[src/rtl/pipelined_adder_pkg.sv]
// pipelined_adder_pkg: shared constants and helpers for pipelined_adder.
// Provides the default operand width and the result-width helper.
package pipelined_adder_pkg;

    localparam int WIDTH_DEF = 16;

    // Result carries one extra bit for the carry-out.
    function automatic int sum_width(input int w);
        return w + 1;
    endfunction

endpackage

[src/rtl/pipelined_adder_slice.sv]
// adder_slice: N-bit combinational ripple adder with carry in/out.
// Ports: a, b (N) operands; cin carry-in; s (N) sum; cout carry-out.
module adder_slice #(
    parameter int N = 8
) (
    input  logic [N-1:0] a,
    input  logic [N-1:0] b,
    input  logic         cin,
    output logic [N-1:0] s,
    output logic         cout
);

    logic c;

    always_comb begin
        s = '0;
        c = cin;
        for (int i = 0; i < N; i++) begin
            s[i] = a[i] ^ b[i] ^ c;
            c    = (a[i] & b[i]) | (c & (a[i] ^ b[i]));
        end
        cout = c;
    end

endmodule

[src/rtl/pipelined_adder.sv]
// pipelined_adder: two-stage unsigned adder, low half then high half.
// Ports: clk; rst async active-high; n1, n2 (WIDTH) operands;
//        sum (WIDTH+1) registered n1+n2, MSB is carry-out, latency 2.
module pipelined_adder
    import pipelined_adder_pkg::*;
#(
    parameter int WIDTH = WIDTH_DEF
) (
    input  logic                        clk,
    input  logic                        rst,
    input  logic [WIDTH-1:0]            n1,
    input  logic [WIDTH-1:0]            n2,
    output logic [sum_width(WIDTH)-1:0] sum
);

    localparam int LO_WIDTH = WIDTH / 2;
    localparam int HI_WIDTH = WIDTH - LO_WIDTH;

    logic [LO_WIDTH-1:0] lo_sum_d;
    logic                lo_carry_d;
    logic [LO_WIDTH-1:0] lo_sum_q;
    logic                lo_carry_q;
    logic [HI_WIDTH-1:0] n1_hi_q;
    logic [HI_WIDTH-1:0] n2_hi_q;
    logic [HI_WIDTH-1:0] hi_sum;
    logic                hi_carry;

    adder_slice #(.N(LO_WIDTH)) u_lo (
        .a    (n1[LO_WIDTH-1:0]),
        .b    (n2[LO_WIDTH-1:0]),
        .cin  (1'b0),
        .s    (lo_sum_d),
        .cout (lo_carry_d)
    );

    // Stage 1: low-half result and the raw high halves.
    always_ff @(posedge clk or posedge rst) begin
        if (rst) begin
            lo_sum_q   <= '0;
            lo_carry_q <= 1'b0;
            n1_hi_q    <= '0;
            n2_hi_q    <= '0;
        end else begin
            lo_sum_q   <= lo_sum_d;
            lo_carry_q <= lo_carry_d;
            n1_hi_q    <= n1[WIDTH-1:LO_WIDTH];
            n2_hi_q    <= n2[WIDTH-1:LO_WIDTH];
        end
    end

    // The inter-half carry is taken only from its register,
    // so each stage holds a half-width carry chain.
    adder_slice #(.N(HI_WIDTH)) u_hi (
        .a    (n1_hi_q),
        .b    (n2_hi_q),
        .cin  (lo_carry_q),
        .s    (hi_sum),
        .cout (hi_carry)
    );

    // Stage 2: assemble the full result.
    always_ff @(posedge clk or posedge rst) begin
        if (rst) begin
            sum <= '0;
        end else begin
            sum <= {hi_carry, hi_sum, lo_sum_q};
        end
    end

endmodule

[config.mk]
export PLATFORM = sky130hd
export DESIGN_NAME = pipelined_adder
export DESIGN_NICKNAME = d
export VERILOG_FILES = /design/src/rtl/pipelined_adder_pkg.sv /design/src/rtl/pipelined_adder_slice.sv /design/src/rtl/pipelined_adder.sv
export SDC_FILE = /design/constraint.sdc
export NUM_CORES = 1
export LEC_CHECK = 0
export ABC_AREA = 1
export ABC_CLOCK_PERIOD_IN_PS = 6950
export BUFFER_PORTS_ARGS = -buffer_cell sky130_fd_sc_hd__buf_4
export CAP_MARGIN = 20
export CORE_AREA = 2 2 64 66
export CTS_CLUSTER_SIZE = 40
export DETAILED_ROUTE_END_ITERATION = 12
export DIE_AREA = 0 0 66 68
export SLEW_MARGIN = 30
export SYNTH_ARGS = -nofsm -noshare
export SYNTH_HDL_FRONTEND = slang
export SYNTH_SLANG_ARGS = --single-unit
[constraint.sdc]
create_clock -name clk -period 6.95 [get_ports clk]
set_input_delay 0.3475 -clock clk [delete_from_list [all_inputs] [get_ports clk]]
set_output_delay 0.3475 -clock clk [all_outputs]
set_load 0.01 [all_outputs]
# == Word-level counts from Yosys, hierarchy flattened ==
# Cells that the tools add are included.
# word_totals
ff_bits,42
inputBits,34
out_inout_bits,17
elab_cells,82
# classes
bitwise_logic,77
# op_table
op,count
1-bit bitwise AND,31
1-bit XOR,31
1-bit OR,15

# == Depth between registers and ports, before layout ==
# logic_depth
word_depth,17
ltp_mapped,12
depth_no_buf,12

# == Cells and area by module ==
# A second synthesis with hierarchy kept.
# hier_totals
hier_cells,80
hier_area_um2,1453.9
# modules_own_cells
mod,instances,cells_each,area_per_inst_um2,seq_area_each_um2
pipelined_adder,1,44,1058.5,1051.0
adder_slice,2,18,197.7,0.0

# == Least setup slack after synthesis ==
# No wires, ideal clock.
# synth_path
path_type,register -> register
start,register lo_carry_q
end,register sum[15]
setup_ns,0.064
arrival_ns,3.394
required_time_ns,6.886
slack_ns,3.492
stages_incl_launch_ff,13
path_buffers,0
synth_period_minus_slack_ns,3.458
path_cell_list,dfrtp_1 fa_1 inv_1 fa_1 inv_1 fa_1 fa_1 fa_1 fa_1 fa_1 inv_1 fa_1 inv_1
# synth_between
elab_chain_len,15
# synth_lines
element,line,source
start: declaration,pipelined_adder.sv:22,logic lo_carry_q;
start signal: assignment,pipelined_adder.sv:45,lo_carry_q <= lo_carry_d;
1-bit bitwise AND,pipelined_adder_slice.sv:20,c = (a[i] & b[i]) | (c & (a[i] ^ b[i]));
1-bit OR,pipelined_adder_slice.sv:20,
1-bit bitwise AND,pipelined_adder_slice.sv:20,
1-bit OR,pipelined_adder_slice.sv:20,
1-bit bitwise AND,pipelined_adder_slice.sv:20,
1-bit OR,pipelined_adder_slice.sv:20,
1-bit bitwise AND,pipelined_adder_slice.sv:20,
1-bit OR,pipelined_adder_slice.sv:20,
1-bit bitwise AND,pipelined_adder_slice.sv:20,
1-bit OR,pipelined_adder_slice.sv:20,
1-bit bitwise AND,pipelined_adder_slice.sv:20,
1-bit OR,pipelined_adder_slice.sv:20,
1-bit bitwise AND,pipelined_adder_slice.sv:20,
1-bit OR,pipelined_adder_slice.sv:20,
1-bit XOR,pipelined_adder_slice.sv:19,s[i] = a[i] ^ b[i] ^ c;
via hi_sum[7],pipelined_adder.sv:25,logic [HI_WIDTH-1:0] hi_sum;
end signal: assignment,pipelined_adder.sv:66,"sum <= {hi_carry, hi_sum, lo_sum_q};"
end: declaration,pipelined_adder.sv:13,output logic [sum_width(WIDTH)-1:0] sum
# The timed path passes the listed nets, and every way through them passes these cells.

# == Final worst setup path ==
# Same ends and word-level chain as after synthesis.

==> summary.md <==
| Metric | Value |
|---|---|
| Vias/cell | 3.888 |
| Die H | 68 µm |
| First-iteration detailed-routing DRC count | 33 |
| Worst Hold Class | primary input to flip-flop |
| Outcome | completed |
| Critical Path Fanout Max | 1 |
| Psw | 0.0001226 W |
| Htree depth | 2 |
| Crit path kind | flip-flop to flip-flop |
| Chip width | 66 µm |
| CTS max path bufs | 2 |
| Number of distinct library cells after synthesis | 4 |
| Post-synthesis cell area | 1443 µm² |
| Area of the multi-input gates | 312.8 µm² |
| Combinational Power Share | 15.7% |
| Cts hold-fix bufs | 0 |
| GRT Overall Usage | 11.20% |
| Initial Util | 37.41% |
| Crit-path max cell delay | 0.42 ns |
| Net Sw Frac | 23.86% |
| Largest net degree at the start of global routing | 43 |
| Syn-to-layout area delta | 36.86% |
| Area after DPL | 1888 µm² |
| Final Setup Violations | 0 |
| Relative slew slack | 66.63% |
| Core area | 3856 µm² |
| Number of remaining DRC errors | 0 |
| Max cap viols | 0 |
| Worst setup EP type | flip-flop |
| Yosys Warn Count | 0 |
| Via Count | 731 |
| Setup TNS | 0 ns |
| Die footprint | 4488 µm² |
| Data arrival time of the worst path | 3.84 ns |
| CTS tree | done |
| Clock slew seen by the registers of the worst setup and hold paths | 0.08 ns |
| Layout filler cell count | 337 |
| Achievable Freq | 277.0 MHz |
| Initial DRT Pass Iterations | 3 |
| Commonest cells after routing, fill and taps aside | buf_4 (51), dfrtp_1 (42), inv_1 (20) |
| Int Pwr | 0.0003912 W |
| PostCTS Resize Cnt | 0 |
| Grt total ovfl | 0 |
| Ports | 51 |
| WL final | 2137 µm |
| Final setup skew | 0.006816 ns |
| Global-route wire length before repair | 3422 µm |
| Worst setup SP type | flip-flop |
| Min Tclk post-route | 3.610 ns |
| Seq cells post-synth | 42 |
| Slew Viols, Final | 0 |
| Antenna diode count | 0 |
| Global placement routability congestion | 0.6462 |
| Top cell by count, worst path | fa_1 |
| I/O Buffers | 50 |
| # Post-CTS Setup Buffers | 0 |
| ANT nets after route | 0 |
| Final hold violation count | 0 |
| Synthesized instance count | 79 |
| Initial antenna violation count | 0 |
| Area leader, netlist | dfrtp_1 |
| DP HPWL | 1675 µm |
| Sequential element share of the synthesized area | 72.85% |
| RSZ-0062 raised after global routing | false |
| Vias in the first global route | 794 |
| Static Leak | 1.004 nW |
| Worst VDD drop | 102.3 µV |
| Final #Nets | 187 |
| Final instance area | 1974 µm² |
| CTS Buf Count | 5 |
| Crit-path cells | fa_1 > inv_1 > fa_1 > inv_1 > fa_1 > fa_1 > fa_1 > fa_1 > fa_1 > inv_1 > fa_1 > inv_1 |
| Pwr per Cell Area | 260.2 nW/µm² |
| # clock sinks | 42 |
| Area contributors post-synth | dfrtp_1 (73%), fa_1 (21%), inv_1 (5.5%) |
| Net Count, Synth | 129 |
| Critical Path RT | 7.18 ns |
| Clock Latency Late Sink | 0.29 ns |
| Register area | 1051 µm² |
| Avg WL per Cell | 11.37 µm |
| Power share of the sequential group | 55.5% |
| Share of the synthesized area in the top cell type | 72.85% |
| Syn Area/Cell | 18.26 µm² |
| Commonest non-fill, non-tap cell in the layout | buf_4 |
| Clk pwr share | 28.8% |
| Fin crit share | 51.95% |
| Share of post-route cells with drive strength above 1 | 42.03% |
| Number of cell rows | 23 |
| Clock root buffer | clkbuf_8 |
| Least-Margin Pin Slew | 0.5005 ns |
| Slowest CP cell | fa_1 |
-- critical path, delay by kind of cell (launching register included) --
| family | cells | cell delay (ns) |
|---|---|---|
| adder cells (fa/ha/maj) | 8 | 2.91 |
| buffers and inverters | 4 | 0.26 |
| flip-flops | 1 | 0.38 |
-- cells by family after synthesis --
group / Yosys count / synth area share (%)
fa+ha+maj: 16 / 21.68
flops: 42 / 72.85
buf+inv: 21 / 5.464
-- layout make-up --
type	count	share of cell area (%)
clock buffers	6	3.676
clock inverters	2	0.6971
inverters	21	3.992
multi-input cells	16	15.84
flip-flops and latches	42	53.23
well taps	50	3.169
repair buffers	51	19.39
-- final timing paths --
| check | from | end | slack, ns | cells past startpoint |
|---|---|---|---|---|
| min in group asynchronous | rst | n1_hi_q[5] | 0.17 | 3 |
| max reg2reg | lo_carry_q | sum[15] | 3.34 | 12 |
| max | lo_carry_q | sum[15] | 3.34 | 12 |
| max in group asynchronous | rst | lo_sum_q[3] | 6.43 | 3 |
| min reg2reg | lo_sum_q[6] | sum[6] | 0.35 | 0 |
| min | n2[15] | n2_hi_q[7] | 0.16 | 1 |
-- registers in the layout, indices dropped and copies added, names as in the netlist --
signal and count:
n1_hi_q 8, lo_carry_q 1, sum 17, n2_hi_q 8, lo_sum_q 8
-- synthesized netlist by cell type, drive strengths merged --
cell type  count
fa            15
inv           21
ha             1
dfrtp         42
-- power groups by stage --
stage,Clock (W),Combinational [W],Sequential [W]
5_1_grt,0.000167,0.0000923,0.000289
3_5_place_dp,0,0.0000839,0.000291
4_1_cts,0.000155,0.0000839,0.000286
2_1_floorplan,0,0.0000206,0.000299
6_report,0.000148,0.0000806,0.000285
3_3_place_gp,0,0.0000802,0.000290
-- metrics by stage --
step | std cells | util (%) | power [W] | hold WS, ns | worst slack, ns
5_1_grt | 188 | 51.20 | 0.0005476 | 0.1342 | 3.177
3_5_place_dp | 180 | 48.96 | 0.0003748 | 0.3347 | 3.329
4_1_cts | 188 | 51.20 | 0.0005247 | 0.1468 | 3.304
2_1_floorplan | 79 | - | 0.0003199 | 0.3312 | 3.492
3_3_place_gp | 180 | 48.96 | 0.0003703 | 0.3334 | 3.412
6_report | 188 | 51.20 | 0.0005138 | 0.1618 | 3.340
-- routing by layer --
metal / vias up / routed length [µm] / global-route usage [%] / part of all wire [%]
li1: 333 / - / - / -
met1: 368 / 726 / 10.93 / 34
met2: 28 / 1236 / 19.19 / 58
met3: 2 / 140 / 3.947 / 6.6
met4: 0 / 34 / 9.184 / 1.6
met5: - / 0 / 0 / 0
(Power assumes the default switching activity.)
